$ cat config.mk
export PLATFORM = sky130hd
export DESIGN_NAME = csr_io_arbiter
export DESIGN_NICKNAME = d
export VERILOG_FILES = /design/src/rtl/csr_io_arb_pkg.sv /design/src/rtl/rr_priority_picker.sv /design/src/rtl/csr_io_arbiter.sv
export SDC_FILE = /design/constraint.sdc
export NUM_CORES = 1
export LEC_CHECK = 0
export ABC_AREA = 1
export ABC_CLOCK_PERIOD_IN_PS = 2320
export BUFFER_PORTS_ARGS = -buffer_cell sky130_fd_sc_hd__buf_2
export CORE_AREA = 2 2 121 123
export CTS_BUF_LIST = sky130_fd_sc_hd__clkbuf_4
export DETAILED_ROUTE_END_ITERATION = 10
export DIE_AREA = 0 0 123 125
export MAX_ROUTING_LAYER = met4
export PLACE_DENSITY = 0.74
export SYNTH_ARGS = -nofsm -noshare
export SYNTH_HDL_FRONTEND = slang
export SYNTH_HIERARCHICAL = 1
export SYNTH_SLANG_ARGS = --single-unit
$ cat constraint.sdc
create_clock -name clk -period 2.32 [get_ports clk]
set_input_delay 0.116 -clock clk [delete_from_list [all_inputs] [get_ports clk]]
set_output_delay 0.116 -clock clk [all_outputs]
set_load 0.01 [all_outputs]
$ cat src/rtl/csr_io_arb_pkg.sv
// Shared types and constants for the CSR I/O arbiter.
package csr_io_arb_pkg;

   typedef enum logic [1:0] {
      IDLE  = 2'd0,
      ISSUE = 2'd1,
      WAIT  = 2'd2,
      RESP  = 2'd3
   } arb_state_e;

   // Data returned to the requester when the pipeline never answers.
   localparam int TIMEOUT_DATA = 0;

endpackage

$ cat src/rtl/rr_priority_picker.sv
// Combinational cyclic priority select: the first valid bit at or after ptr_i wins.
module rr_priority_picker #(
   parameter int N  = 4,
   parameter int PW = (N > 1) ? $clog2(N) : 1
) (
   input  logic [N-1:0]  valid_i,
   input  logic [PW-1:0] ptr_i,
   output logic [N-1:0]  grant_o,
   output logic [PW-1:0] idx_o,
   output logic          any_valid_o
);

   logic [N-1:0] rotated;
   int           offset;
   int           sum;

   // Rotate so ptr_i sits at bit 0, pick the lowest set bit, then rotate back.
   always_comb begin
      rotated     = N'({valid_i, valid_i} >> ptr_i);
      offset      = 0;
      any_valid_o = 1'b0;
      for (int k = N - 1; k >= 0; k--) begin
         if (rotated[k]) begin
            offset      = k;
            any_valid_o = 1'b1;
         end
      end
      sum = int'(ptr_i) + offset;
      if (sum >= N) begin
         sum = sum - N;
      end
      idx_o   = PW'(sum);
      grant_o = any_valid_o ? (N'(1) << idx_o) : '0;
   end

endmodule

$ cat src/rtl/csr_io_arbiter.sv
// Round-robin arbiter sharing the core CSR request/response port among host requesters,
// one transaction in flight, with a response watchdog.
module csr_io_arbiter
   import csr_io_arb_pkg::*;
#(
   parameter int NUM_REQS       = 4,
   parameter int ADDR_WIDTH     = 12,
   parameter int DATA_WIDTH     = 32,
   parameter int TIMEOUT_CYCLES = 255
) (
   input  logic                           clk,
   input  logic                           reset,
   input  logic [NUM_REQS-1:0]            req_valid,
   input  logic [NUM_REQS-1:0]            req_rw,
   input  logic [NUM_REQS*ADDR_WIDTH-1:0] req_addr,
   input  logic [NUM_REQS*DATA_WIDTH-1:0] req_data,
   output logic [NUM_REQS-1:0]            req_ready,
   output logic [NUM_REQS-1:0]            rsp_valid,
   output logic [DATA_WIDTH-1:0]          rsp_data,
   output logic                           rsp_err,
   input  logic [NUM_REQS-1:0]            rsp_ready,
   output logic                           csr_req_valid,
   output logic                           csr_req_rw,
   output logic [ADDR_WIDTH-1:0]          csr_req_addr,
   output logic [DATA_WIDTH-1:0]          csr_req_data,
   input  logic                           csr_req_ready,
   input  logic                           csr_rsp_valid,
   input  logic [DATA_WIDTH-1:0]          csr_rsp_data,
   output logic                           csr_rsp_ready,
   output logic                           busy
);

   localparam int PW = (NUM_REQS > 1) ? $clog2(NUM_REQS) : 1;
   localparam int TW = (TIMEOUT_CYCLES > 1) ? $clog2(TIMEOUT_CYCLES) : 1;
   localparam logic [TW-1:0] TIMER_LAST = TW'(TIMEOUT_CYCLES - 1);
   localparam logic [PW-1:0] LAST_REQ   = PW'(NUM_REQS - 1);

   arb_state_e            state_q, state_d;
   logic [PW-1:0]         owner_q, owner_d;
   logic [PW-1:0]         ptr_q, ptr_d;
   logic                  rw_q, rw_d;
   logic [ADDR_WIDTH-1:0] addr_q, addr_d;
   logic [DATA_WIDTH-1:0] wdata_q, wdata_d;
   logic [DATA_WIDTH-1:0] rdata_q, rdata_d;
   logic                  err_q, err_d;
   logic [TW-1:0]         timer_q, timer_d;

   logic [NUM_REQS-1:0]   grantVec;
   logic [PW-1:0]         grantIdx;
   logic                  grantAny;
   logic [PW-1:0]         ownerNext;
   logic [ADDR_WIDTH-1:0] addrArr [NUM_REQS];
   logic [DATA_WIDTH-1:0] dataArr [NUM_REQS];

   for (genvar g = 0; g < NUM_REQS; g++) begin : g_unpack
      assign addrArr[g] = req_addr[g*ADDR_WIDTH +: ADDR_WIDTH];
      assign dataArr[g] = req_data[g*DATA_WIDTH +: DATA_WIDTH];
   end

   rr_priority_picker #(
      .N  (NUM_REQS),
      .PW (PW)
   ) u_picker (
      .valid_i     (req_valid),
      .ptr_i       (ptr_q),
      .grant_o     (grantVec),
      .idx_o       (grantIdx),
      .any_valid_o (grantAny)
   );

   assign ownerNext = (owner_q == LAST_REQ) ? '0 : owner_q + PW'(1);

   always_ff @(posedge clk or negedge reset) begin
      if (!reset) begin
         state_q <= IDLE;
         owner_q <= '0;
         ptr_q   <= '0;
         rw_q    <= 1'b0;
         addr_q  <= '0;
         wdata_q <= '0;
         rdata_q <= '0;
         err_q   <= 1'b0;
         timer_q <= '0;
      end else begin
         state_q <= state_d;
         owner_q <= owner_d;
         ptr_q   <= ptr_d;
         rw_q    <= rw_d;
         addr_q  <= addr_d;
         wdata_q <= wdata_d;
         rdata_q <= rdata_d;
         err_q   <= err_d;
         timer_q <= timer_d;
      end
   end

   // The pointer only moves when a transaction completes, so dropped requests never shift fairness.
   always_comb begin
      state_d = state_q;
      owner_d = owner_q;
      ptr_d   = ptr_q;
      rw_d    = rw_q;
      addr_d  = addr_q;
      wdata_d = wdata_q;
      rdata_d = rdata_q;
      err_d   = err_q;
      timer_d = timer_q;
      case (state_q)
         IDLE: begin
            if (grantAny) begin
               state_d = ISSUE;
               owner_d = grantIdx;
               rw_d    = req_rw[grantIdx];
               addr_d  = addrArr[grantIdx];
               wdata_d = dataArr[grantIdx];
            end
         end
         ISSUE: begin
            if (csr_req_ready) begin
               if (rw_q) begin
                  state_d = IDLE;
                  ptr_d   = ownerNext;
               end else begin
                  state_d = WAIT;
                  timer_d = '0;
               end
            end
         end
         WAIT: begin
            if (csr_rsp_valid) begin
               state_d = RESP;
               rdata_d = csr_rsp_data;
               err_d   = 1'b0;
            end else begin
               timer_d = timer_q + TW'(1);
               if (TIMEOUT_CYCLES != 0 && timer_q == TIMER_LAST) begin
                  state_d = RESP;
                  rdata_d = DATA_WIDTH'(TIMEOUT_DATA);
                  err_d   = 1'b1;
               end
            end
         end
         RESP: begin
            if (rsp_ready[owner_q]) begin
               state_d = IDLE;
               ptr_d   = ownerNext;
            end
         end
         default: state_d = IDLE;
      endcase
   end

   // Handshake outputs are also forced low while reset is held.
   always_comb begin
      req_ready     = (reset && state_q == IDLE) ? grantVec : '0;
      csr_req_valid = reset && (state_q == ISSUE);
      csr_req_rw    = rw_q;
      csr_req_addr  = addr_q;
      csr_req_data  = wdata_q;
      csr_rsp_ready = reset && (state_q != RESP);
      rsp_valid     = (reset && state_q == RESP) ? (NUM_REQS'(1) << owner_q) : '0;
      rsp_data      = rdata_q;
      rsp_err       = err_q;
      busy          = (state_q != IDLE);
   end

endmodule

==> metrics.csv, run 1 <==
metric,value,unit
status,finished with violations,
violations,negative setup slack,
viasPerCell,5.50,
crit_path_end_kind,output pin,
final.setup_skew,28.6,ps
hold_path_class,input port to register,
maxCapViolCount,0,
hold_slack,5.89,ps
path_cells,"inv_4, nand2_4, nand3_2, nand2_2, a21boi_2, ha_2, xnor2_2, nand3_2, buf_6, a21oi_2, inv_1, nor2_1, buf_2",
syn_nets,1003,
drv_slew,0,
grt_max_degree,64,
leakagePower,4.99,nW
initial_core_util,0.377,
path_class,register to output pin,
drc_errors,0,
synth_fa_ha_area_frac,0.0163,
dp_hpwl,14000,um
synth_flop_cell,dfrtp_1,
core-area,14200,sq um
path_delay_family,flip-flops,
drt_iter0_drc,646,
yosys.area.top_type,dfrtp_1,
finish.utilization,0.702,
cp.required,2200,ps
routed_wl,26700,um
synth_xor_area_frac,0.00327,
path_clk_slew,170,ps
setup_viol,50,
fmax,373,MHz
ctsRootBufferMaster,clkbuf_4,
muxShareOfSynthArea,0,
cts_buffer_depth,2,
overflow,0,
syn2layout_area_growth,86.0,%
arrival,2570,ps
path_common_cell,nand3_2,
r2r-end,csr_req_addr[7],
p_per_area,1810,nW/um^2
grt_first_pass_wirelength,38500,um
period_share,1.16,
ys_top_cells_by_count,"186 x nand2_1, 173 x nor2_1, 95 x o21ai_0, 92 x dfrtp_1, 54 x nand3_1",
portBuffers,312,
multi_input_area,3340,sq um
synth_top_family_by_area,simple AND/OR/NAND/NOR gates,
crit_start,ptr_q[0],
first_pass_iters,5,
first_global_vias,7663,
die_y,125,um
yosys_register_bits,92,
worstMarginPinSlew,654,ps
ys_types,31,
avgSynthCellArea,6.94,sq um
worst-path-stages,13,
seqCellArea,2300,sq um
layout.nets,1480,
synth_area,5360,sq um
max_stage_delay,510,ps
fp.dieArea,15400,sq um
synth.most_common_cell,nand2_1,
min_period,2680,ps
start_kind,register,
top_level_ports,313,
num_rows,44,
ys_async_sr_fraction,1.00,
peakVddDrop,1.39,mV
ff2ff_setup_slack,-260,ps
crit_buf_inv,4,
dieWidth,123,um
synthSimpleGateAreaFrac,0.328,
h-tree-depth,3,
rsz0062_at_grt,true,
synth_edf_count,0,
drive_above_1_share,0.412,
cts_tree,yes,
synth_area_leaders,"dfrtp_1 43%, nand2_1 13%, nor2_1 12%",
postSynthCellCount,772,
synth_top_area_share,0.430,
gp_congestion,0.946,
post_drt_wl_per_cell,18.4,um
ant_nets,0,
yosysSeqAreaShare,0.430,
cts.sinks,92,
yosysWarningCount,6,
rr_worst_depth,17,
clk_latency,490,ps
groute.usage.overall,0.328,
reg2reg_from,ptr_q[0],
cp_slowest_cell,dfrtp_2,
setup_ws,-361,ps
hold_violations,0,
fillers,973,
crit_fanout,7,
cts-buffers-inserted,9,
cp-endpoint,req_ready[3],
via_count,7949,
antenna_found_initial,8,
max-slew-margin-rel,0.564,
synth-compound-area-share,0.155,
[layer usage]
metal | vias up | global-route usage | part of all wire | wire (um)
met3 | 191 | 0.0762 | 0.11 | 2810
met5 | - | - | 0 | 0
met4 | 0 | 0.208 | 0.075 | 2000
met1 | 3616 | 0.365 | 0.35 | 9240
li1 | 3498 | - | - | -
met2 | 644 | 0.525 | 0.47 | 12600
[area by class of cell]
type,instances,area share
Clock inverter,7,0.00602
Timing Repair Buffer,513,0.380
Inverter,39,0.0163
Clock buffer,9,0.00678
Antenna cell,8,0.00201
Sequential cell,92,0.231
Multi-Input combinational cell,594,0.335
Tap cell,184,0.0231
[worst reg2reg max path, delay by kind of cell (launching register included)]
| family | cells | cell delay, ps |
|---|---|---|
| fa+ha+maj | 1 | 180 |
| compound gates | 3 | 470 |
| flops | 1 | 510 |
| simple gates | 6 | 460 |
| xor+xnor | 1 | 190 |
| buf+inv | 6 | 690 |
[flip-flops by register name, summed over array words and instances (netlist names), named ones only]
signal	flops
rsp_err	1
state_q	1
ptr_q	2
csr_req_rw	1
rsp_data	32
csr_req_addr	12
owner_q	2
csr_req_data	32
timer_q	8
[metrics by stage]
| step | instance area [sq um] | setup TNS, ps | instances | power, mW | setup slack (ps) |
|---|---|---|---|---|---|
| finish | 9970 | -8480 | 1446 | 18.0 | -361 |
| global placement | 7180 | 0 | 1243 | 11.3 | 24.0 |
| detailed placement | 7180 | -308 | 1243 | 11.5 | -51.2 |
| floorplan | 5370 | 0 | 772 | 8.58 | 48.5 |
| global route | 9970 | -15120 | 1446 | 19.1 | -515 |
| CTS | 9440 | -10190 | 1438 | 15.2 | -314 |
[layout by cell type, fill, tap and decap left out, drive strengths merged, types with 8 or more instances in the layout]
master	n
buf	355
dlygate4sd3	157
inv	40
nor2	175
dfrtp	92
o21ai	100
nand3	56
clkbuf	10
diode	8
a31oi	22
nand2	193
o22ai	23
[power by group]
group / leakage [nW] / switching (mW) / internal, mW
registers: 1.13 / 0.534 / 2.35
logic: 3.80 / 8.23 / 6.04
clock network: 0.0607 / 0.633 / 0.234
[cell families (layout without fill, tap and decap cells)]
family,Yosys count,after routing
xor+xnor,2,2
buf+inv,86,568
other cells,0,8
flops,92,92
compound gates,153,153
fa+ha+maj,7,7
simple gates,432,432
[how the worst min path moves through the flow]
stage,from,to,cells after the start
after floorplan,reset,asynchronous set/reset pin,0
after global placement,reset,ptr_q[1],2
after detailed placement,reset,owner_q[0],2
after CTS,req_data[48],csr_req_data[16],5
after global routing,req_data[63],csr_req_data[31],5
final,req_addr[23],csr_req_addr[11],5
[repair_timing]
item,in CTS,in global routing
resized for setup,112,154
buffers inserted,15,6
endpoints found under the setup margin,45,50
hold buffers,157,0
pin swaps,65,91
cloned,7,1
endpoints found under the hold margin,169,0
Note: power is estimated with default switching activity, not from simulation.
==> inputs of run 2 (changes only) <==
ABC_CLOCK_PERIOD_IN_PS = 2300   (was 2320)
CAP_MARGIN = 20   (was default)
clock period = 2.3 ns   (was 2.32 ns; I/O delays follow)
==> metrics.csv, run 2 (synthesis results as in run 1) <==
metric,value,unit
setup-tns-final,-9490,ps
worstMarginPinSlew,661,ps
h-tree-depth,3,
grt_max_degree,64,
first_global_vias,7283,
antenna_found_initial,6,
drt_iter0_drc,425,
ctsRootBufferMaster,clkbuf_4,
drc_errors,0,
path_delay_family,buffers and inverters,
fp.dieArea,15400,sq um
multi_input_area,2980,sq um
fillers,1139,
portBuffers,312,
post_drt_wl_per_cell,16.6,um
crit_path_end_kind,register,
leakagePower,4.74,nW
dieWidth,123,um
max-slew-margin-rel,0.559,
drive_above_1_share,0.385,
num_rows,44,
fmax,385,MHz
rsz0062_at_grt,true,
core-area,14200,sq um
top_level_ports,313,
layout_commonest_cell,buf_2,
syn2layout_area_growth,72.0,%
peakVddDrop,1.34,mV
hold_violations,0,
clk_latency,440,ps
setup_viol,50,
seqCellArea,2300,sq um
crit_buf_inv,6,
path_class,register to register,
p_per_area,1800,nW/um^2
cp_slowest_cell,dfrtp_2,
gp_congestion,0.948,
cts-buffers-inserted,9,
setup_ws,-296,ps
hold_path_class,input port to register,
dp_hpwl,14100,um
period_share,1.13,
initial_core_util,0.377,
status,finished with violations,
max_stage_delay,470,ps
viasPerCell,5.22,
pre_cts_ws,-129,ps
ant_nets,0,
layout.nets,1435,
cts.sinks,92,
maxCapViolCount,0,
start_kind,register,
cts_buffer_depth,2,
cts_tree,yes,
cp.required,2670,ps
min_period,2600,ps
final.setup_skew,18.5,ps
violations,negative setup slack,
crit_fanout,8,
overflow,0,
path_cells,"inv_4, nand2_2, nand3_2, nand2_2, nand3_1, a21boi_1, ha_2, xnor2_4, nand3_2, nand2_4, buf_4, buf_12, clkinv_16, buf_12, buf_16, nor2_4, o21ai_2, a31oi_1",
groute.usage.overall,0.302,
final_cell_mix,"311 x buf_2, 179 x nand2_1, 146 x nor2_1, 110 x dlygate4sd3_1, 90 x dfrtp_1",
arrival,2970,ps
via_count,7301,
grt_first_pass_wirelength,35500,um
first_pass_iters,5,
path_clk_slew,150,ps
routed_wl,23300,um
drv_slew,0,
die_y,125,um
[run 2: changes by cell type in the layout (fill, tap and decap cells not counted), sizes merged]
cell / previous run / this run
diode: 8 / 6
clkbuf: 10 / 9
dlygate4sd3: 157 / 110
clkinvlp: 3 / 0
buf: 355 / 358
clkinv: 3 / 5
bufinv: 0 / 4
inv: 40 / 37
[run 2: path summary, 6_finish.rpt]
path,from,to,slack (ps),cells after the start
setup reg to reg,ptr_q[0],csr_req_addr[8],-300,18
hold reg to reg,csr_req_addr[2],csr_req_addr[2],500,2
max in group asynchronous,reset,rsp_data[9],1470,3
min in group asynchronous,reset,owner_q[1],320,3
hold / removal,req_data[19],csr_req_data[19],50,5
setup / recovery,ptr_q[0],csr_req_addr[8],-300,18
[run 2: routing by layer]
metal  part of all wire  GRT usage  vias to the layer above  routed length (um)
li1                   -          -                     3386                   -
met1               0.36      0.337                     3332                8400
met2               0.48      0.476                      445               11100
met3              0.095     0.0739                      138                2200
met4              0.066      0.200                        0                1530
met5                  0          -                        -                   0
[run 2: worst min-delay path, delay by kind of cell]
kind,cells,cell delay (ps)
simple gates,2,120
buf+inv,1,90
compound gates,2,130
[run 2: what timing repair did]
action,CTS,global route
endpoints found under the setup margin,49,50
pin swaps,73,37
buffers inserted,13,4
hold endpoints to repair,168,0
hold buffers,110,0
resized for setup,132,39
gates cloned,6,0
[run 2: metrics by stage]
step	utilization	cells	hold slack, ps	cell area (sq um)	power [mW]
after CTS	0.637	1389	0.387	9040	15.7
after floorplan	-	772	-181	5370	8.65
after global routing	0.649	1399	34.1	9220	17.9
final	0.649	1399	46.8	9220	16.6
after detailed placement	0.507	1244	293	7200	11.6
after global placement	0.507	1244	287	7200	11.5
[run 2: final cells by class]
type | count | area share
antenna | 6 | 0.00163
clock buffer | 9 | 0.00733
clock inverter | 7 | 0.0151
inverter | 39 | 0.0191
multi-input combinational | 594 | 0.323
sequential | 92 | 0.250
tap | 184 | 0.0250
timing repair buffer | 468 | 0.359
[run 2: report_power, final]
group | switching [mW] | internal, mW
sequential | 0.477 | 2.37
clock | 0.574 | 0.659
combinational | 6.96 | 5.55
